`config.mk`:
```
export PLATFORM = sky130hd
export DESIGN_NAME = irq_vector_seq
export DESIGN_NICKNAME = d
export VERILOG_FILES = /design/src/rtl/irq_pkg.sv /design/src/rtl/nmi_edge.sv /design/src/rtl/irq_vector_seq.sv
export SDC_FILE = /design/constraint.sdc
export NUM_CORES = 1
export LEC_CHECK = 0
export BUFFER_PORTS_ARGS = -buffer_cell sky130_fd_sc_hd__buf_2
export CAP_MARGIN = 20
export CORE_MARGIN = 4
export CORE_UTILIZATION = 40
export CTS_BUF_LIST = sky130_fd_sc_hd__clkbuf_4 sky130_fd_sc_hd__clkbuf_8
export DETAILED_ROUTE_END_ITERATION = 8
export PLACE_DENSITY_LB_ADDON = 0.2
export SETUP_SLACK_MARGIN = 0.05
export SYNTH_ARGS = -nofsm -noshare
export SYNTH_HDL_FRONTEND = slang
export SYNTH_SLANG_ARGS = --single-unit
```
`constraint.sdc`:
```
create_clock -name clk -period 4.25 [get_ports clk]
set_input_delay 0.85 -clock clk [delete_from_list [all_inputs] [get_ports clk]]
set_output_delay 0.85 -clock clk [all_outputs]
set_load 0.05 [all_outputs]
```
`src/rtl/irq_pkg.sv`:
```
// Shared encodings for the 65C02 interrupt entry sequencer: one-hot states, entry kinds,
// bus select codes, vector low bytes and the per-state control decode.
package irq_pkg;

  typedef enum logic [6:0] {
    S_IDLE   = 7'b000_0001,
    S_DUMMY  = 7'b000_0010,
    S_PUSH_H = 7'b000_0100,
    S_PUSH_L = 7'b000_1000,
    S_PUSH_P = 7'b001_0000,
    S_VEC_LO = 7'b010_0000,
    S_VEC_HI = 7'b100_0000
  } state_t;

  typedef enum logic [1:0] {
    K_RST = 2'd0,
    K_NMI = 2'd1,
    K_BRK = 2'd2,
    K_IRQ = 2'd3
  } kind_t;

  localparam logic [3:0] ABH_PCH_CI = 4'b1010;
  localparam logic [3:0] ABH_PAGE01 = 4'b0100;
  localparam logic [3:0] ABH_FF     = 4'b1100;
  localparam logic [3:0] ABH_DB     = 4'b1011;

  localparam logic [1:0] ABL_PC     = 2'b00;
  localparam logic [1:0] ABL_SP     = 2'b01;
  localparam logic [1:0] ABL_VEC    = 2'b10;
  localparam logic [1:0] ABL_VEC1   = 2'b11;

  localparam logic [1:0] DO_PCH     = 2'b00;
  localparam logic [1:0] DO_PCL     = 2'b01;
  localparam logic [1:0] DO_P       = 2'b10;

  localparam logic [7:0] VEC_NMI    = 8'hFA;
  localparam logic [7:0] VEC_RST    = 8'hFC;
  localparam logic [7:0] VEC_IRQ    = 8'hFE;

  typedef struct packed {
    logic [3:0] abh_op;
    logic [1:0] abl_sel;
    logic [7:0] vec_lo;
    logic       we;
    logic [1:0] do_sel;
    logic       b_bit;
    logic       sp_dec;
    logic       set_i;
    logic       ld_pc;
    logic       inc_pc;
  } ctrl_t;

  function automatic logic [7:0] vector_lo(input kind_t kind);
    case (kind)
      K_NMI:   vector_lo = VEC_NMI;
      K_RST:   vector_lo = VEC_RST;
      default: vector_lo = VEC_IRQ;
    endcase
  endfunction

  // BRK and IRQ share the FE vector and are the only entries an NMI can hijack.
  function automatic logic is_maskable_kind(input kind_t kind);
    is_maskable_kind = (kind == K_BRK) || (kind == K_IRQ);
  endfunction

  // Reset entry runs the push cycles as reads so the stack is not disturbed.
  function automatic ctrl_t push_ctrl(input ctrl_t base, input kind_t kind, input logic [1:0] sel);
    ctrl_t c;
    c         = base;
    c.abh_op  = ABH_PAGE01;
    c.abl_sel = ABL_SP;
    c.sp_dec  = 1'b1;
    c.we      = (kind != K_RST);
    c.do_sel  = sel;
    return c;
  endfunction

  function automatic ctrl_t decode_ctrl(input state_t state, input kind_t kind);
    ctrl_t c;
    c         = '0;
    c.abh_op  = ABH_PCH_CI;
    c.abl_sel = ABL_PC;
    c.do_sel  = DO_PCH;
    c.vec_lo  = vector_lo(kind);
    c.b_bit   = (kind == K_BRK);
    case (state)
      S_IDLE:   c.inc_pc = 1'b0;
      S_DUMMY:  c.inc_pc = (kind == K_BRK);
      S_PUSH_H: c = push_ctrl(c, kind, DO_PCH);
      S_PUSH_L: c = push_ctrl(c, kind, DO_PCL);
      S_PUSH_P: c = push_ctrl(c, kind, DO_P);
      S_VEC_LO: begin
        c.abh_op  = ABH_FF;
        c.abl_sel = ABL_VEC;
        c.set_i   = 1'b1;
      end
      S_VEC_HI: begin
        c.abh_op  = ABH_DB;
        c.abl_sel = ABL_VEC1;
        c.ld_pc   = 1'b1;
      end
      default:  c.inc_pc = 1'b0;
    endcase
    return c;
  endfunction

endpackage

```
`src/rtl/nmi_edge.sv`:
```
// NMI input synchroniser and rising-edge latch. A new edge wins over a same-cycle
// clear, so an NMI arriving while the previous one is consumed is never lost.
module nmi_edge #(
  parameter int NMI_SYNC = 2
) (
  input  logic clk,
  input  logic rst,
  input  logic nmi,
  input  logic clr,
  output logic lat
);

  logic nmi_s;
  logic nmi_prev;
  logic rise;

  if (NMI_SYNC == 0) begin : g_direct
    assign nmi_s = nmi;
  end else begin : g_sync
    logic [NMI_SYNC-1:0] chain;

    // Synchroniser chain; keeps running regardless of RDY.
    always_ff @(posedge clk or posedge rst) begin
      if (rst) begin
        chain <= '0;
      end else begin
        chain[0] <= nmi;
        for (int i = 1; i < NMI_SYNC; i++) begin
          chain[i] <= chain[i-1];
        end
      end
    end

    assign nmi_s = chain[NMI_SYNC-1];
  end

  assign rise = nmi_s & ~nmi_prev;

  // Edge history and the pending-NMI latch.
  always_ff @(posedge clk or posedge rst) begin
    if (rst) begin
      nmi_prev <= 1'b0;
      lat      <= 1'b0;
    end else begin
      nmi_prev <= nmi_s;
      if (rise) begin
        lat <= 1'b1;
      end else if (clr) begin
        lat <= 1'b0;
      end
    end
  end

endmodule

```
`src/rtl/irq_vector_seq.sv`:
```
// Interrupt entry sequencer for the 65C02 microcode core: arbitrates RESET/NMI/BRK/IRQ at
// instruction boundaries and steps the 7-cycle dummy/push/vector-fetch entry.
module irq_vector_seq
  import irq_pkg::*;
#(
  parameter int NMI_SYNC = 2
) (
  input  logic       clk,
  input  logic       RST,
  input  logic       RDY,
  input  logic       sync,
  input  logic       NMI,
  input  logic       IRQ,
  input  logic       BRK,
  input  logic       I_flag,
  output logic [3:0] abh_op,
  output logic [1:0] abl_sel,
  output logic [7:0] vec_lo,
  output logic       WE,
  output logic [1:0] do_sel,
  output logic       b_bit,
  output logic       sp_dec,
  output logic       set_i,
  output logic       ld_pc,
  output logic       inc_pc,
  output logic       busy
);

  state_t state;
  kind_t  kind;
  kind_t  winner;
  logic   pend_rst;
  logic   nmi_lat;
  logic   nmi_clr;
  logic   req_nmi;
  logic   req_brk;
  logic   req_irq;
  logic   start;
  logic   hijack;
  ctrl_t  ctrl;

  nmi_edge #(
    .NMI_SYNC(NMI_SYNC)
  ) u_nmi_edge (
    .clk(clk),
    .rst(RST),
    .nmi(NMI),
    .clr(nmi_clr),
    .lat(nmi_lat)
  );

  // Only a pending reset may start away from an opcode fetch.
  assign req_nmi = sync & nmi_lat;
  assign req_brk = sync & BRK;
  assign req_irq = sync & IRQ & ~I_flag;
  assign start   = pend_rst | req_nmi | req_brk | req_irq;

  // Fixed priority RESET > NMI > BRK > IRQ.
  always_comb begin
    if (pend_rst) begin
      winner = K_RST;
    end else if (req_nmi) begin
      winner = K_NMI;
    end else if (req_brk) begin
      winner = K_BRK;
    end else begin
      winner = K_IRQ;
    end
  end

  // A late NMI redirects a BRK/IRQ entry to its vector; the pushed B bit is already gone.
  assign hijack  = is_maskable_kind(kind) & nmi_lat;
  assign nmi_clr = RDY & (state == S_PUSH_P) & ((kind == K_NMI) | hijack);

  // Sequence state, latched entry kind and pending reset; frozen while RDY is low.
  always_ff @(posedge clk or posedge RST) begin
    if (RST) begin
      state    <= S_IDLE;
      kind     <= K_RST;
      pend_rst <= 1'b1;
    end else if (RDY) begin
      case (state)
        S_IDLE: begin
          if (start) begin
            state    <= S_DUMMY;
            kind     <= winner;
            pend_rst <= 1'b0;
          end
        end
        S_DUMMY:  state <= S_PUSH_H;
        S_PUSH_H: state <= S_PUSH_L;
        S_PUSH_L: state <= S_PUSH_P;
        S_PUSH_P: begin
          state <= S_VEC_LO;
          if (hijack) begin
            kind <= K_NMI;
          end
        end
        S_VEC_LO: state <= S_VEC_HI;
        S_VEC_HI: state <= S_IDLE;
        default:  state <= S_IDLE;
      endcase
    end
  end

  assign ctrl    = decode_ctrl(state, kind);
  assign abh_op  = ctrl.abh_op;
  assign abl_sel = ctrl.abl_sel;
  assign vec_lo  = ctrl.vec_lo;
  assign WE      = ctrl.we;
  assign do_sel  = ctrl.do_sel;
  assign b_bit   = ctrl.b_bit;
  assign sp_dec  = ctrl.sp_dec;
  assign set_i   = ctrl.set_i;
  assign ld_pc   = ctrl.ld_pc;
  assign inc_pc  = ctrl.inc_pc;

  // The arbitration cycle itself already counts as busy.
  assign busy = (state == S_IDLE) ? start : 1'b1;

endmodule
```
==> reports/summary.txt, run 1 <==
status - finished clean
post-DR vias/cell - 5.20
max_cap viols - 0
worst rel slew slack - 64.8%
drt total wl - 1840 um
port bufs - 24
number of routed nets with antenna violations - 0
largest net degree at the start of global routing - 15
DP HPWL - 1420 um
# clock sinks - 14
Root Buffer - clkbuf_4
First-pass DRT Iterations - 4
Post-synth top flop - dfrtp_1
CTS hold repair buffers - 0
startpoint types - register
crit path buf inv count - 1
Data required, critical path - 3400 ps
total number of yosys warnings - 0
r2r setup slk - 2410 ps
crit-path max FO - 6
area grow syn2layout - 15.9%
Avg WL per Cell - 12.6 um
# fillers - 206
Post-Syn Area - 887 um2
Fmax achieved - 348 MHz
GRT Total Usage - 13.9%
ANT cells - 0
H-tree depth - 1
Synth Register Bits - 14
Clk pin slew, worst setup/hold paths - 80 ps
vias in the first global route - 688
Final GP Congestion - 0.784
pwr/cell area - 734 nW/um2
first-pass GRT wire length - 3020 um
Worst Setup Path Type - reg2out
Slew Limit Fails - 0
CP peak stage delay - 450 ps
Arr. time, crit path - 2020 ps
die height - 55.1 um
TNS Setup - 0 ps
I/O pins - 31
core area - 2040 um2
vias - 759
Hold Vio Cnt, Final - 0
Final period util - 67.5%
sequential area share after synthesis - 39.8%
Netlist cell types - 38
Max IR drop VDD - 0.000315 V
clock skew - 5.94 ps
Power Total - 755 uW
Avg Cell Area, Syn - 9.15 um2
synthesized netlist cell count - 97
Max clock buf depth - 2
worst hold path type - reg2reg
CP Cell Sequence - nor3_1 > o2111ai_1 > a21oi_1 > buf_2
grt ovf - 0
initial antenna violation count - 0
Setup crit end kind - output pin
crit path time final - 2870 ps
full die area - 3040 um2
# resized after CTS - 0
utilization after layout - 50.4%
fin nets - 128
Post-CTS Setup Bufs - 0
row cnt - 16
asr flop ratio synth - 100%
Crit-path slowest cell - nor3_1
Die W - 55.1 um
CTS tree - built
Worst Max-Slew Pin Slew - 528 ps
layout cells sized above 1 - 26.9%
CP top delay family - compound AO/OA/AOI/OAI gates
Leak Pwr - 0.000541 uW
clock buffer count from CTS - 3
DRC errors left - 0
DRT iter0 DRCs - 3
Initial Utilization - 43.4%
# setup viols final - 0
RSZ-0062 raised after global routing - false
Worst-Skew Late Latency - 280 ps
Post-synth EDFFs - 0
==> metal layers <==
metal / wire length (um) / global-route usage (%) / vias to the layer above
met2: 829 / 20.9 / 24
met4: 0 / 2.83 / 0
met1: 873 / 18.9 / 360
met3: 134 / 5.63 / 0
li1: - / - / 375
met5: 0 / 0 / -
==> state kept, by name, indices dropped and copies added, names as in the netlist <==
name,cells
state,7
kind,2
u_nmi_edge.g_sync.chain,2
pend_rst,1
u_nmi_edge.lat,1
u_nmi_edge.nmi_prev,1
==> synth_stat cells, types with 3 or more instances <==
master	instances	share of area [%]
nor4b_1	4	3.9
buf_4	6	5.1
inv_1	13	5.5
buf_2	3	1.7
nor2_1	5	2.1
mux2_1	4	5.1
nand2_1	6	2.5
dfrtp_1	12	34
o21ai_0	3	1.7
a21oi_1	3	1.7
nor3b_1	3	2.5
==> where the power goes <==
group,switching [uW],internal (uW),total (uW),leakage (uW)
combinational,312,127,439,0.000350
clock,44.4,52.1,96.6,0.0000210
sequential,53.3,167,220,0.000170
total,410,345,755,0.000541
==> metrics by stage <==
step	worst slack [ps]	std cells	cell area (um2)	hold WS, ps
4_1_cts	1340	146	1030	362
3_5_place_dp	1610	142	992	341
2_1_floorplan	598	101	902	331
6_report	1380	146	1030	358
5_1_grt	1230	146	1030	364
3_3_place_gp	1610	142	992	339
==> kinds of logic after synthesis <==
kind of cell / share of synthesized area, %
other: 0.847
buffers and inverters: 12.7
muxes: 5.08
xor gates and xnor gates: 0.987
DFF: 39.8
AOI/OAI and AO/OA: 17.5
and+or+nand+nor: 23.1
==> area by class of cell <==
class	count	area, um2	share of cell area (%)
inverters	13	48.8	4.74
clock buffers	4	36.3	3.53
flip-flops and latches	14	353	34.3
multi-input cells	64	437	42.5
well taps	27	33.8	3.28
repair buffers	24	120	11.7
==> final timing paths <==
kind / to / startpoint / cells past startpoint
worst max register to register: state[3]$_DFFE_PP0P_ / state[0]$_DFFE_PP1P_ / 4
worst min register to register: u_nmi_edge.g_sync.chain[1]$_DFF_PP0_ / u_nmi_edge.g_sync.chain[0]$_DFF_PP0_ / 0
max in group asynchronous: state[0]$_DFFE_PP1P_ / RST / 2
worst min-delay path: u_nmi_edge.g_sync.chain[1]$_DFF_PP0_ / u_nmi_edge.g_sync.chain[0]$_DFF_PP0_ / 0
worst max-delay path: WE / state[6]$_DFFE_PP0P_ / 4
min in group asynchronous: state[2]$_DFFE_PP0P_ / RST / 2
==> cells in the final DEF, fill, tap and decap left out, types with 2 or more instances in the layout <==
cell type,synthesis,routed
a211oi_1,2,2
a21oi_1,3,3
and2_1,2,2
buf_2,3,24
clkbuf_4,0,3
conb_1,2,6
dfrtp_1,12,12
dfstp_2,2,2
inv_1,13,13
mux2_1,4,4
nand2_1,6,6
nand3_1,2,2
nor2_1,5,5
nor2b_1,2,2
nor3b_1,3,3
nor4b_1,4,4
o2111ai_1,2,2
o21ai_0,3,3
o31a_1,2,2
No activity file was read; power rests on OpenSTA's default activity.
==> run 2, diff against run 1 <==
clock period = 2.6 ns   (was 4.25 ns; I/O delays follow)
==> reports/summary.txt, run 2 (synthesis gave the netlist of run 1 again) <==
Leak Pwr - 0.000548 uW (was 0.000541 uW)
# fillers - 210 (was 206)
Final GP Congestion - 0.831 (was 0.784)
Die W - 55.1 um (unchanged)
cell internal pwr - 579 uW (was 345 uW)
Setup crit end kind - output pin (unchanged)
GRT Total Usage - 14.5% (was 13.9%)
Comb pwr share - 58.5% (was 58.1%)
Hold Vio Cnt, Final - 0 (unchanged)
CP top delay family - simple AND/OR/NAND/NOR gates (was compound AO/OA/AOI/OAI gates)
Avg WL per Cell - 13.5 um (was 12.6 um)
Arr. time, crit path - 1820 ps (was 2020 ps)
crit path buf inv count - 1 (unchanged)
CP peak stage delay - 520 ps (was 450 ps)
crit path time final - 2340 ps
# setup viols final - 0 (unchanged)
pwr/cell area - 1200 nW/um2 (was 734 nW/um2)
layout cells sized above 1 - 32.8% (was 26.9%)
max_cap viols - 0 (unchanged)
Initial Utilization - 43.4% (unchanged)
Max IR drop VDD - 0.000490 V (was 0.000315 V)
vias in the first global route - 704 (was 688)
Final WS setup - 260 ps (was 1380 ps)
area grow syn2layout - 19.9% (was 15.9%)
RSZ-0062 raised after global routing - false (unchanged)
Slew Limit Fails - 0 (unchanged)
Data required, critical path - 2080 ps (was 3400 ps)
vias - 770 (was 759)
First-pass DRT Iterations - 4 (unchanged)
Worst-Skew Late Latency - 290 ps (was 280 ps)
# resized after CTS - 0 (unchanged)
TNS Setup - 0 ps (unchanged)
worst rel slew slack - 63.9% (was 64.8%)
Largest regs - state: 7 flops, kind: 2 flops, u_nmi_edge.g_sync.chain: 2 flops (unchanged)
post-DR vias/cell - 5.27 (was 5.20)
full die area - 3040 um2 (unchanged)
CTS tree - built (unchanged)
Final period util - 90.0%
drt total wl - 1980 um (was 1840 um)
DP HPWL - 1490 um (was 1420 um)
DRT iter0 DRCs - 11 (was 3)
switching power total - 696 uW (was 410 uW)
Clk pin slew, worst setup/hold paths - 100 ps (was 80 ps)
Largest Register - state (unchanged)
clock network power share - 12.4% (was 12.8%)
Largest register FFs - 7 (unchanged)
grt ovf - 0 (unchanged)
Root Buffer - clkbuf_4 (unchanged)
I/O pins - 31 (unchanged)
Max clock buf depth - 2 (unchanged)
startpoint types - register (unchanged)
Final Instance Area - 1060 um2 (was 1030 um2)
port bufs - 24 (unchanged)
Post-Place Worst Slack - 418 ps (was 1610 ps)
Post-CTS Setup Bufs - 0 (unchanged)
initial antenna violation count - 0 (unchanged)
clock buffer count from CTS - 3 (unchanged)
row cnt - 16 (unchanged)
CTS hold repair buffers - 0 (unchanged)
switching share of power - 54.6% (was 54.3%)
worst hold path type - in2async (was reg2reg)
number of routed nets with antenna violations - 0 (unchanged)
Fmax achieved - 427 MHz
CP Cell Sequence - nor4_4 > nand2b_1 > nor4b_2 > buf_2 (was nor3_1 > o2111ai_1 > a21oi_1 > buf_2)
Worst Max-Slew Pin Slew - 541 ps (was 528 ps)
clock skew - 14.5 ps (was 5.94 ps)
Non-Filler Instances - 146 (unchanged)
fin nets - 128 (unchanged)
Worst Setup Path Type - reg2out (unchanged)
crit-path max FO - 9 (was 6)
status - finished clean (unchanged)
DRC errors left - 0 (unchanged)
most common cell after layout, fill and taps aside - buf_2 (unchanged)
post-placement cell area - 1020 um2 (was 992 um2)
most frequent cells in the layout - buf_2, inv_1, dfrtp_1 (unchanged)
H-tree depth - 1 (unchanged)
Placed Cells - 142 (unchanged)
core area - 2040 um2 (unchanged)
ANT cells - 0 (unchanged)
Hold Slack - 255 ps (was 358 ps)
Crit-path slowest cell - dfrtp_1 (was nor3_1)
die height - 55.1 um (unchanged)
largest net degree at the start of global routing - 15 (unchanged)
first-pass GRT wire length - 3110 um (was 3020 um)
Flop pwr share - 29.0% (was 29.2%)
# clock sinks - 14 (unchanged)
run 2: cell counts in the layout (fill, tap and decap cells not counted):
Identical to the previous run, type by type.
run 2: cell type report:
type                       instances  area, um2  area share [%]
tap                               27       33.8            3.18
sequential                        14        353            33.2
multi-input combinational         64        472            44.4
clock buffer                       4       36.3            3.41
inverter                          13       48.8            4.59
timing repair buffer              24        120            11.3
run 2: worst paths after layout:
check / startpoint / endpoint / slack, ps / cells past startpoint
setup reg to reg: state[0]$_DFFE_PP1P_ / state[3]$_DFFE_PP0P_ / 750 / 4
hold reg to reg: u_nmi_edge.g_sync.chain[0]$_DFF_PP0_ / u_nmi_edge.g_sync.chain[1]$_DFF_PP0_ / 360 / 0
setup / recovery: state[2]$_DFFE_PP0P_ / inc_pc / 260 / 4
hold / removal: RST / state[2]$_DFFE_PP0P_ / 260 / 2
min in group clk: NMI / u_nmi_edge.g_sync.chain[0]$_DFF_PP0_ / 350 / 1
max in group asynchronous: RST / u_nmi_edge.nmi_prev$_DFF_PP0_ / 1970 / 2
run 2: worst reg2reg max path: cells and delay by family (launching register included):
family	cells	cell delay [ps]
AOI/OAI and AO/OA	1	330
DFF	1	630
muxes	1	330
and+or+nand+nor	2	420
run 2: metrics by stage:
step / total power (uW) / utilization [%]
6_report: 1270 / 52.1
5_1_grt: 1360 / 52.1
4_1_cts: 1270 / 51.5
3_5_place_dp: 1110 / 49.8
3_3_place_gp: 1100 / 49.8
2_1_floorplan: 977 / -
run 2: routing by layer:
metal	routed length, um	vias up	share of wire (%)	track usage (%)
met5	0	-	0	0
met4	25	0	1.3	7.69
met3	156	4	7.9	5.63
met2	920	29	47	21.3
met1	876	359	44	18.3
li1	-	378	-	-
run 2: power groups by stage:
stage | Clock [uW] | Combinational, uW | Sequential [uW]
6_report | 158 | 746 | 370
5_1_grt | 172 | 814 | 378
4_1_cts | 164 | 750 | 360
3_5_place_dp | 0 | 748 | 365
3_3_place_gp | 0 | 743 | 361
2_1_floorplan | 0 | 663 | 315
==> run 3, diff against run 2 <==
==> constraint.sdc (replaced) <==
create_clock -name clk -period 2.6 [get_ports clk]
set_input_delay 0.52 -clock clk [delete_from_list [all_inputs] [get_ports clk]]
set_output_delay 0.52 -clock clk [all_outputs]
set_load 0.02 [all_outputs]
==> reports/summary.txt, run 3 (synthesis gave the netlist of run 1 again) <==
row cnt - 16 (unchanged)
Non-Filler Instances - 146 (unchanged)
number of routed nets with antenna violations - 0 (unchanged)
Final GP Congestion - 0.791 (was 0.831)
worst rel slew slack - 62.9% (was 63.9%)
# fillers - 209 (was 210)
Max clock buf depth - 2 (unchanged)
core area - 2040 um2 (unchanged)
clock skew - 6.67 ps (was 14.5 ps)
clock network power share - 14.7% (was 12.4%)
Avg WL per Cell - 12.8 um (was 13.5 um)
max_cap viols - 0 (unchanged)
TNS Setup - 0 ps (unchanged)
startpoint types - register (unchanged)
Final period util - 91.8% (was 90.0%)
RSZ-0062 raised after global routing - false (unchanged)
Hold Vio Cnt, Final - 0 (unchanged)
area occupied by multi-input gates - 437 um2 (was 472 um2)
layout cells sized above 1 - 26.9% (was 32.8%)
Slew Limit Fails - 0 (unchanged)
Clk pin slew, worst setup/hold paths - 90 ps (was 100 ps)
Comb pwr share - 51.1% (was 58.5%)
# resized after CTS - 0 (unchanged)
Worst-Skew Late Latency - 270 ps (was 290 ps)
worst hold path type - in2async (unchanged)
Fmax achieved - 419 MHz (was 427 MHz)
Data required, critical path - 2080 ps (about the same)
post-DR vias/cell - 5.14 (was 5.27)
fin nets - 128 (unchanged)
Root Buffer - clkbuf_4 (unchanged)
Worst Max-Slew Pin Slew - 556 ps (was 541 ps)
DRC errors left - 0 (unchanged)
Max IR drop VDD - 0.000508 V (was 0.000490 V)
switching share of power - 46.2% (was 54.6%)
clock buffer count from CTS - 3 (unchanged)
Largest Register - state (unchanged)
crit-path max FO - 6 (was 9)
cell internal pwr - 564 uW (was 579 uW)
full die area - 3040 um2 (unchanged)
CTS tree - built (unchanged)
Largest regs - state: 7 flops, kind: 2 flops, u_nmi_edge.g_sync.chain: 2 flops (unchanged)
Arr. time, crit path - 1870 ps (was 1820 ps)
die height - 55.1 um (unchanged)
CTS hold repair buffers - 0 (unchanged)
Flop pwr share - 34.1% (was 29.0%)
Initial Utilization - 43.4% (unchanged)
status - finished clean (unchanged)
Leak Pwr - 0.000541 uW (was 0.000548 uW)
vias - 751 (was 770)
largest net degree at the start of global routing - 15 (unchanged)
GRT Total Usage - 13.7% (was 14.5%)
area grow syn2layout - 15.9% (was 19.9%)
Largest register FFs - 7 (unchanged)
most frequent cells in the layout - buf_2, inv_1, dfrtp_1 (unchanged)
DP HPWL - 1470 um (was 1490 um)
initial antenna violation count - 0 (unchanged)
I/O pins - 31 (unchanged)
port bufs - 24 (unchanged)
vias in the first global route - 692 (was 704)
FF+latch area - 353 um2 (unchanged)
# setup viols final - 0 (unchanged)
grt ovf - 0 (unchanged)
Worst Setup Path Type - reg2out (unchanged)
Die W - 55.1 um (unchanged)
first-pass GRT wire length - 3060 um (was 3110 um)
H-tree depth - 1 (unchanged)
Setup crit end kind - output pin (unchanged)
drt total wl - 1880 um (was 1980 um)
Placed Cells - 142 (unchanged)
Post-CTS Setup Bufs - 0 (unchanged)
pwr/cell area - 1020 nW/um2 (was 1200 nW/um2)
crit path time final - 2390 ps (was 2340 ps)
# clock sinks - 14 (unchanged)
ANT cells - 0 (unchanged)
Power Total - 1050 uW (was 1270 uW)
First-pass DRT Iterations - 4 (unchanged)
most common cell after layout, fill and taps aside - buf_2 (unchanged)
Hold Slack - 279 ps (was 255 ps)
DRT iter0 DRCs - 11 (unchanged)
switching power total - 484 uW (was 696 uW)
==> run 3: cell types whose count changed in the layout (fill, tap and decap cells not counted) <==
cell	previous run	this run
nor4b_1	2	4
a21oi_2	1	0
nor2b_1	1	2
nor3_2	1	0
nor3b_2	1	0
a21oi_1	2	3
o2111ai_2	1	0
nor3b_1	2	3
o2111ai_1	1	2
nor4b_2	2	0
nor3_1	0	1
nor2b_2	1	0
==> run 3: through the flow <==
| stage | util, % | setup WS (ps) | cell area (um2) |
|---|---|---|---|
| final | 50.4 | 214 | 1030 |
| after global routing | 50.4 | 55.4 | 1030 |
| after CTS | 50.4 | 218 | 1030 |
| after detailed placement | 48.6 | 536 | 992 |
| after global placement | 48.6 | 530 | 992 |
| after floorplan | - | 419 | 902 |
==> run 3: path summary, 6_finish.rpt <==
path	cells after the start	slack, ps	to	startpoint
setup / recovery	4	210	WE	state[6]$_DFFE_PP0P_
hold / removal	2	280	state[6]$_DFFE_PP0P_	RST
setup reg to reg	4	790	state[4]$_DFFE_PP0P_	state[0]$_DFFE_PP1P_
hold reg to reg	0	360	u_nmi_edge.g_sync.chain[1]$_DFF_PP0_	u_nmi_edge.g_sync.chain[0]$_DFF_PP0_
max in group asynchronous	2	1940	pend_rst$_DFFE_PP1P_	RST
min in group clk	1	350	u_nmi_edge.g_sync.chain[0]$_DFF_PP0_	NMI
==> run 3: layout make-up <==
| cell class | count | area share (%) |
|---|---|---|
| Multi-Input combinational cell | 64 | 42.5 |
| Sequential cell | 14 | 34.3 |
| Timing Repair Buffer | 24 | 11.7 |
| Inverter | 13 | 4.74 |
| Clock buffer | 4 | 3.53 |
| Tap cell | 27 | 3.28 |
==> run 3: power by group through the flow <==
stage | combinational (uW) | sequential [uW] | clock [uW]
finish | 536 | 358 | 155
global route | 593 | 366 | 171
CTS | 539 | 355 | 163
detailed placement | 538 | 361 | 0
global placement | 538 | 358 | 0
floorplan | 452 | 313 | 0
==> run 3: worst max-delay path: stages, from the launching register on <==
cell and delay [ps]:
dfrtp_1 440, nor3_1 430, o2111ai_1 340, a21oi_1 190
buf_2 180
==> run 3: metal layers <==
layer	vias up	part of all wire, %	global-route usage [%]
met3	2	6.9	3.49
met4	0	0.53	2.83
met2	23	46	23.0
li1	371	-	-
met5	-	0	0
met1	355	46	17.8
